## config.mk

```make
export PLATFORM = sky130hd
export DESIGN_NAME = fp_mul_norm_round
export DESIGN_NICKNAME = d
export VERILOG_FILES = /design/src/rtl/fp_mult_pkg.sv /design/src/rtl/fp_rne_round.sv /design/src/rtl/fp_mul_norm_round.sv
export SDC_FILE = /design/constraint.sdc
export NUM_CORES = 1
export LEC_CHECK = 0
export BUFFER_PORTS_ARGS = -buffer_cell sky130_fd_sc_hd__buf_2
export CAP_MARGIN = 10
export CORE_AREA = 2 2 99 101
export CTS_CLUSTER_DIAMETER = 30
export DETAILED_ROUTE_END_ITERATION = 7
export DIE_AREA = 0 0 101 103
export PLACE_DENSITY = 0.75
export SYNTH_ARGS = -nofsm -noshare
export SYNTH_HDL_FRONTEND = slang
export SYNTH_HIERARCHICAL = 1
export SYNTH_SLANG_ARGS = --single-unit
```

## constraint.sdc

```tcl
create_clock -name clk -period 4.63 [get_ports clk]
set_input_delay 0.2315 -clock clk [delete_from_list [all_inputs] [get_ports clk]]
set_output_delay 0.2315 -clock clk [all_outputs]
set_load 0.01 [all_outputs]
```

## src/rtl/fp_mult_pkg.sv

```systemverilog
// Shared constants, special-case encodings and stage payloads for the FP multiplier datapath.
package fp_mult_pkg;

  localparam int unsigned EXP_W  = 10;
  localparam int unsigned MANT_W = 24;
  localparam int unsigned PROD_W = 48;
  localparam int unsigned WORD_W = 32;

  localparam int BIAS    = 127;
  localparam int EXP_MAX = 255;

  localparam logic signed [EXP_W-1:0] EXP_MAX_E = EXP_W'(EXP_MAX);
  localparam logic signed [EXP_W-1:0] EXP_ZERO  = EXP_W'(0);

  localparam logic [WORD_W-1:0] QNAN = 32'h7FC0_0000;

  typedef enum logic [1:0] {
    SP_NORM = 2'b00,
    SP_ZERO = 2'b01,
    SP_INF  = 2'b10,
    SP_NAN  = 2'b11
  } special_e;

  // Normalized operand held between the normalize and round/pack stages
  typedef struct packed {
    logic              sign;
    logic [EXP_W-1:0]  exp;
    logic [MANT_W-1:0] mant;
    logic              guard;
    logic              sticky;
    special_e          special;
  } norm_t;

endpackage

```

## src/rtl/fp_rne_round.sv

```systemverilog
// Round-to-nearest-even increment, carry renormalization and IEEE754 pack with exception flags.
module fp_rne_round
  import fp_mult_pkg::*;
(
  input  norm_t              norm,
  output logic [WORD_W-1:0]  result_c,
  output logic               ovf_c,
  output logic               uf_c,
  output logic               inexact_c
);

  logic                    round_up;
  logic [MANT_W:0]         m25;
  logic [MANT_W-1:0]       mant_r;
  logic                    carry;
  logic signed [EXP_W-1:0] exp_r;

  always_comb begin
    round_up = norm.guard & (norm.sticky | norm.mant[0]);
    m25      = {1'b0, norm.mant} + (MANT_W+1)'(round_up);
    carry    = m25[MANT_W];
    mant_r   = MANT_W'(m25);
    exp_r    = $signed(norm.exp) + (carry ? EXP_W'(1) : EXP_W'(0));

    result_c  = {norm.sign, exp_r[7:0], (carry ? 23'h0 : 23'(mant_r))};
    ovf_c     = 1'b0;
    uf_c      = 1'b0;
    inexact_c = norm.guard | norm.sticky;

    if (exp_r >= EXP_MAX_E) begin
      result_c  = {norm.sign, 8'hFF, 23'h0};
      ovf_c     = 1'b1;
      inexact_c = 1'b1;
    end else if (exp_r <= EXP_ZERO) begin
      // No subnormal output: flush to signed zero
      result_c  = {norm.sign, 31'h0};
      uf_c      = 1'b1;
      inexact_c = 1'b1;
    end

    // Specials bypass the arithmetic and report no flags
    if (norm.special != SP_NORM) begin
      ovf_c     = 1'b0;
      uf_c      = 1'b0;
      inexact_c = 1'b0;
      case (norm.special)
        SP_ZERO: result_c = {norm.sign, 31'h0};
        SP_INF:  result_c = {norm.sign, 8'hFF, 23'h0};
        default: result_c = QNAN;
      endcase
    end
  end

endmodule

```

## src/rtl/fp_mul_norm_round.sv

```systemverilog
// Normalize / round / pack back end of the single-precision multiplier; two-stage valid/ready pipeline.
module fp_mul_norm_round
  import fp_mult_pkg::*;
(
  input  logic              clk,
  input  logic              rst_n,
  input  logic              in_valid,
  output logic              in_ready,
  input  logic              in_sign,
  input  logic [EXP_W-1:0]  in_exp,
  input  logic [PROD_W-1:0] in_prod,
  input  logic [1:0]        in_special,
  output logic              out_valid,
  input  logic              out_ready,
  output logic [WORD_W-1:0] out_result,
  output logic              out_ovf,
  output logic              out_uf,
  output logic              out_inexact
);

  logic              s1_valid;
  logic              s1_advance;
  norm_t             s1_d;
  norm_t             s1_q;
  logic [WORD_W-1:0] result_c;
  logic              ovf_c;
  logic              uf_c;
  logic              inexact_c;

  assign s1_advance = !out_valid | out_ready;
  assign in_ready   = !s1_valid | s1_advance;

  // Stage 1: align the leading one to the top of a 24-bit mantissa
  always_comb begin
    s1_d      = '0;
    s1_d.sign = in_sign;
    if (in_prod[47]) begin
      s1_d.mant   = in_prod[47:24];
      s1_d.guard  = in_prod[23];
      s1_d.sticky = |in_prod[22:0];
      s1_d.exp    = in_exp + EXP_W'(1);
    end else begin
      s1_d.mant   = in_prod[46:23];
      s1_d.guard  = in_prod[22];
      s1_d.sticky = |in_prod[21:0];
      s1_d.exp    = in_exp;
    end
    if (special_e'(in_special) == SP_NORM && in_prod == '0) begin
      s1_d.special = SP_ZERO;
    end else begin
      s1_d.special = special_e'(in_special);
    end
  end

  fp_rne_round u_round (
    .norm      (s1_q),
    .result_c  (result_c),
    .ovf_c     (ovf_c),
    .uf_c      (uf_c),
    .inexact_c (inexact_c)
  );

  // Pipeline registers: a stage loads when empty or when its content moves on
  always_ff @(posedge clk or negedge rst_n) begin
    if (!rst_n) begin
      s1_valid    <= 1'b0;
      s1_q        <= '0;
      out_valid   <= 1'b0;
      out_result  <= '0;
      out_ovf     <= 1'b0;
      out_uf      <= 1'b0;
      out_inexact <= 1'b0;
    end else begin
      if (in_ready) begin
        s1_valid <= in_valid;
        if (in_valid) s1_q <= s1_d;
      end
      if (s1_advance) begin
        out_valid <= s1_valid;
        if (s1_valid) begin
          out_result  <= result_c;
          out_ovf     <= ovf_c;
          out_uf      <= uf_c;
          out_inexact <= inexact_c;
        end
      end
    end
  end

endmodule
```

## Yosys cells after proc, flatten, opt, wreduce, memory -nomap -nowiden

Cells that the tools add are included.

- Flip-flop bits (word level): 76
- Latch bits: 0
- Bits in writable memories: 0
- Memory bits (read-only): 0
- Input port bits: 65
- Logic and storage cells: 50
- Memories kept: 0

- Add/subtract/negate cells: 3
- Multipliers: 0
- Divide/modulo/power cells: 0
- Order comparisons: 2
- Eq/ne operators: 2
- Shift operators: 0
- Mux-type cells: 16
- Bitwise operators: 5
- Reduce and logical (&&, ||, !) cells: 10

Operator list:

| cell | number |
|---|---|
| 32-bit case mux with 2 select lines | 1 |
| 31-bit 2-to-1 mux | 2 |
| 48-bit logical NOT | 1 |
| 36-bit 2-to-1 mux | 1 |
| 32-bit 2-to-1 mux | 1 |
| 24-bit by 1-bit adder with 25-bit output | 1 |
| 23-bit 2-to-1 mux | 1 |
| 23-bit OR reduction | 1 |
| 22-bit OR reduction | 1 |
| 10-bit by 1-bit adder with 10-bit output, second input constant | 1 |
| 10-bit adder | 1 |
| 10-bit by 9-bit greater-or-equal comparator with 1-bit output, second input constant | 1 |
| 10-bit by 1-bit <= comparator with 1-bit output, second input constant | 1 |
| 1-bit 2-to-1 mux | 9 |
| 1-bit bitwise OR | 4 |
| 2-bit AND reduction | 2 |
| 2-bit by 1-bit equality test with 1-bit output, second input constant | 1 |
| 2-bit equality test, second input constant | 1 |
| 1-bit logical NOT | 2 |
| 2-bit logical NOT | 1 |
| 2-bit 2-to-1 mux | 1 |
| 2-bit nonzero test | 1 |
| 1-bit AND | 1 |
| 1-bit logical AND | 1 |

## Longest topological paths before layout

- Depth after elaboration: 9
- Mapped depth: 16

## Hierarchy

The synthesis kept the hierarchy.

Modules (own cells, without submodules):

| module | times used | cells an instance | area an instance (µm²) |
|---|---|---|---|
| fp_mul_norm_round | 1 | 277 | 3,324.4 |
| fp_rne_round | 1 | 187 | 1,251.2 |

## Worst setup path before layout

No wires, ideal clock.

- Kind: register to register
- Start point: register s1_q[2] in the netlist's numbering
- End point: register out_result[11]
- Arrival: 4,087 ps
- Required time: 4,505 ps
- Setup slack: 418 ps
- Cell stages (with the launch flop): 16
- Path through: dfrtp_1 > o21a_1 > ha_1 > ha_1 > and2_1 > nand4_1 > nor4_2 > ha_1 > ha_1 > or3b_1 > or4_1 > a2bb2oi_2 > a21boi_4 > buf_6 > nor4_1 > mux2_2

- Cells in the longest elaborated chain, start to end: 9
- Elaborated cells on any way between the ends: 11

Ends and longest elaborated chain:

| what | line | source |
|---|---|---|
| from (decl) | fp_mul_norm_round.sv:24 | `norm_t s1_q;` |
| from (signal assigned) | fp_mul_norm_round.sv:67 | `s1_q <= '0;` |
| from (signal assigned) | fp_mul_norm_round.sv:76 | `if (in_valid) s1_q <= s1_d;` |
| 1-bit bitwise OR * | fp_rne_round.sv:19 | `round_up = norm.guard & (norm.sticky \| norm.mant[0]);` |
| 1-bit AND * | fp_rne_round.sv:19 |  |
| 24-bit by 1-bit adder with 25-bit output * | fp_rne_round.sv:20 | `m25 = {1'b0, norm.mant} + (MANT_W+1)'(round_up);` |
| 1-bit 2-to-1 mux | fp_rne_round.sv:23 | `exp_r = $signed(norm.exp) + (carry ? EXP_W'(1) : EXP_W'(0));` |
| 10-bit adder | fp_rne_round.sv:23 |  |
| 10-bit by 1-bit <= comparator with 1-bit output | fp_rne_round.sv:34 | `end else if (exp_r <= EXP_ZERO) begin` |
| 31-bit 2-to-1 mux | fp_rne_round.sv:34 |  |
| 31-bit 2-to-1 mux * | fp_rne_round.sv:30 | `if (exp_r >= EXP_MAX_E) begin` |
| 32-bit 2-to-1 mux * | fp_rne_round.sv:42 | `if (norm.special != SP_NORM) begin` |
| named net result_c[11] | fp_mul_norm_round.sv:25 | `logic [WORD_W-1:0] result_c;` |
| to (signal assigned) | fp_mul_norm_round.sv:81 | `out_result <= result_c;` |
| to (decl) | fp_mul_norm_round.sv:15 | `output logic [WORD_W-1:0] out_result,` |

Mark *: on every way through the listed nets, which the timed path passes. The rest lies on a longest branch.
A chain may end at the register's enable or synchronous reset.

## Worst setup path in the final report

- Start point: register s1_q[2] in the netlist's numbering
- End point: register out_result[22]

Same word-level chain as after synthesis.

==> results list <==
* Synth Area per Inst: 9.86 sq um
- Cell repeated most along the worst path: sky130_fd_sc_hd__ha_1
* Warnings, synthesis: 6
- Routability-driven placement finished with a final weighted congestion of 0.889.
- The final route contains 3,777 vias.
- Final core utilization: 56.0%
- For the worst setup path, the data arrival time is 4.55 ns.
- STA classifies the critical path startpoint as a flop.
* Final Cycle Share: 92.9%
* Count of instances resized after the clock tree is built: 0
- The final-report max-slew violation count came to 0.
* Result of the run: complete, no violations
- Leaving out fill and tap cells, the most frequent cell in the layout is sky130_fd_sc_hd__buf_2.
- After synthesis, the netlist uses 49 different library cells.
- After clock tree synthesis, the clock-pin slew on the worst setup and hold paths is 0.08 ns.
* I/O Buffers: 101
- Insertion delay to the later sink of the worst-skew pair: 0.36 ns
- Category of the critical setup timing path: reg -> reg
- Power spread over the standard cell area amounts to 341 nW/um^2.
- In this run the critical register-to-register path is launched from s1_q[2].
* Leading cell types in the layout, fill and taps excluded: sky130_fd_sc_hd__buf_2 (101), sky130_fd_sc_hd__dfrtp_1 (76), sky130_fd_sc_hd__nand2_1 (54)
- The first global-routing pass estimated 17.1 mm of wire.
- Net count, final: 627
- TritonCTS clock tree: yes
* Final instance area: 5300 sq um
- The signal on the critical path passes through o21a_1 -> ha_1 -> ha_1 -> and2_1 -> nand4_1 -> nor4_2 -> ha_1 -> ha_1 -> or3b_1 -> or4_1 -> a2bb2oi_2 -> a21boi_4 -> buf_4 -> o32ai_1 -> mux2_2.
- CTS built an H-tree with a depth of 3.
* Launching element of the worst setup path: s1_q[2]
* Area growth syn-to-layout: 15.8%
- The repair_antennas step left the layout with diodes totalling 0.
* Post-synthesis sequential area ratio: 41.6%
* Final number of hold-violating endpoints: 0
- All-Layer GR Usage: 20.9%
* Least-Margin Pin Slew: 1.09 ns
- Number of buffers inserted during clock tree synthesis: 9
- The cell family contributing the most delay on the critical path is simple AND/OR/NAND/NOR gates.
* Initial antenna violation count: 0
- Post-placement cell area: 5100 sq um
- The via count of the first global-routing pass came to 3,503.
- Clock network power share: 28.0%
* Register bit total from synthesis: 76
* Final critical path time including I/O delays and setup: 4.30 ns
* CP max stage delay: 0.42 ns
- Once detailed placement completed, the half-perimeter wirelength came to 7.85 mm.
- For this design the static power due to leakage is 2.41 nW.
- Once detail routing completed, the nets flagged for antenna violations numbered 0.
- Setup repair after global routing left no endpoint under its margin.
* Effective utilization at floorplan: 48.4%
- Setup violations remaining at the end of the flow were counted as 0.
- In this run the tightest slew margin relative to its limit is 26.8%.
- The worst setup path is captured at a flop.
- Number of buffers on the longest clock path: 2
- Proportion of power drawn by flip-flops and latches: 47.9%
* Number of top-level pins: 102
- The die covers 10,400 sq um.
- Of the total power, combinational logic draws 24.1%.
* CTS hold repair buffers: 0
- Total overflow reported by the global router: 0
* Largest net degree at the start of global routing: 77
- Of the cells placed in the final design, the portion with a size suffix greater than 1 is 30.8%.
* Number of remaining DRC errors: 0
* Total routed wirelength: 10.3 mm
* Critical Path Slowest Stage Cell: sky130_fd_sc_hd__or4_1
- Height of the chip: 103 um
- Cell at the root of the clock tree: sky130_fd_sc_hd__clkbuf_8
* Switching power total: 0.574 mW
- Post-Syn Area: 4580 sq um
* Worst ir drop on vdd: 0.000123 V
* Standard-cell row count: 36
- Buffers added to address setup during post-CTS repair amount to 0.
- Post-detailed-route via-to-cell ratio: 5.61
- Routed wire length per instance: 15.3 um
* Sink count of the clock tree: 76
- CP Max Fanout: 23
- Horiz. Die Dim: 101 um
* Required @ worst endpoint: 4.87 ns
- Floorplan Core Area: 9460 sq um
- The min-delay analysis places its worst path in the category in -> async.
- Initial DRT Pass Iterations: 5
* Max-cap check violation count: 0
- Maximum clock skew at final layout: 0.0103 ns
- Synthesis handed over a netlist of 464 instances.
- Filler cell count: 866
- DRC violation total after the first TritonRoute iteration: 191
- Setup total negative slack on the finished layout was measured at 0 ns.
* Crit path buffers/inverters: 1
- Net switching fraction of the power: 31.8%
- Internal power comes to 1.23 mW.
- Most used DFF post-synth: sky130_fd_sc_hd__dfrtp_1
- For this run, asynchronously set or reset flops after synthesis account for 100%.
- Number of nets in the synthesized netlist: 537
- Post-synth EDFFs: 0
* Peak Freq: 0.232 GHz
metrics by stage:
step           hold slack, ns  std cells  total power, mW  setup slack, ns
2_1_floorplan         -0.0641        464             1.15            0.418
3_3_place_gp            0.465        657             1.30            0.472
3_5_place_dp            0.469        657             1.31            0.391
4_1_cts                0.0917        673             1.82            0.363
5_1_grt                0.0942        673             1.92           0.0228
6_report               0.0729        673             1.81            0.327
cell type report:
| type | instances | area (sq um) | share of cell area, % |
|---|---|---|---|
| sequential | 76 | 1900 | 35.9 |
| timing repair buffer | 106 | 543 | 10.3 |
| multi-input combinational | 353 | 2480 | 46.8 |
| inverter | 8 | 30.0 | 0.567 |
| tap | 114 | 143 | 2.69 |
| clock inverter | 6 | 63.8 | 1.20 |
| clock buffer | 10 | 138 | 2.60 |
state kept, by name, indices dropped and copies added (netlist names):
name,flops
out_inexact,1
out_valid,1
out_ovf,1
out_result,32
s1_q,39
s1_valid,1
out_uf,1
layer usage:
metal,track usage (%),wire length (um),vias to the layer above
met2,31.5,4480,125
met3,4.20,566,15
li1,-,-,1873
met5,0,0,-
met4,6.86,185,0
met1,30.3,5070,1764
cells by family (layout without fill, tap and decap cells):
logic type	after synthesis	in the layout	share of synthesized area [%]
AOI/OAI and AO/OA	68	68	9.05
and+or+nand+nor	175	175	20.7
adders and majority gates	8	8	2.19
xor gates and xnor gates	39	39	7.46
DFF	76	76	41.6
buffers and inverters	35	130	4.27
muxes	63	63	14.8
final timing paths:
path | endpoint | slack (ns) | depth (start not counted)
worst min-delay path | out_valid | 0.07 | 2
max in group asynchronous | out_result[30] | 3.91 | 2
worst max register to register | out_result[22] | 0.33 | 15
worst max-delay path | out_result[22] | 0.33 | 15
worst min register to register | s1_q[27] | 0.49 | 2
min in group clk | s1_q[38] | 0.10 | 2
power groups by stage:
stage	logic [mW]	registers (mW)	clock network [mW]
2_1_floorplan	0.275	0.871	0
3_3_place_gp	0.425	0.872	0
3_5_place_dp	0.436	0.879	0
4_1_cts	0.438	0.865	0.519
5_1_grt	0.485	0.884	0.549
6_report	0.435	0.866	0.506
Yosys cell counts, drive strengths merged, types with 14 or more instances:
| cell type | n | share of area [%] |
|---|---|---|
| dfrtp | 76 | 42 |
| nand2 | 55 | 4.6 |
| o21ai | 41 | 4.5 |
| mux2 | 37 | 9.1 |
| mux2i | 26 | 5.7 |
| nor4 | 24 | 3.8 |
| xnor2 | 23 | 4.4 |
| nand3 | 20 | 2.4 |
| buf | 19 | 3.0 |
| nor3 | 19 | 2.1 |
| xor2 | 16 | 3.1 |
| nand4 | 14 | 2.1 |
| nor2 | 14 | 1.1 |
Power figures use the tool's default switching activity.
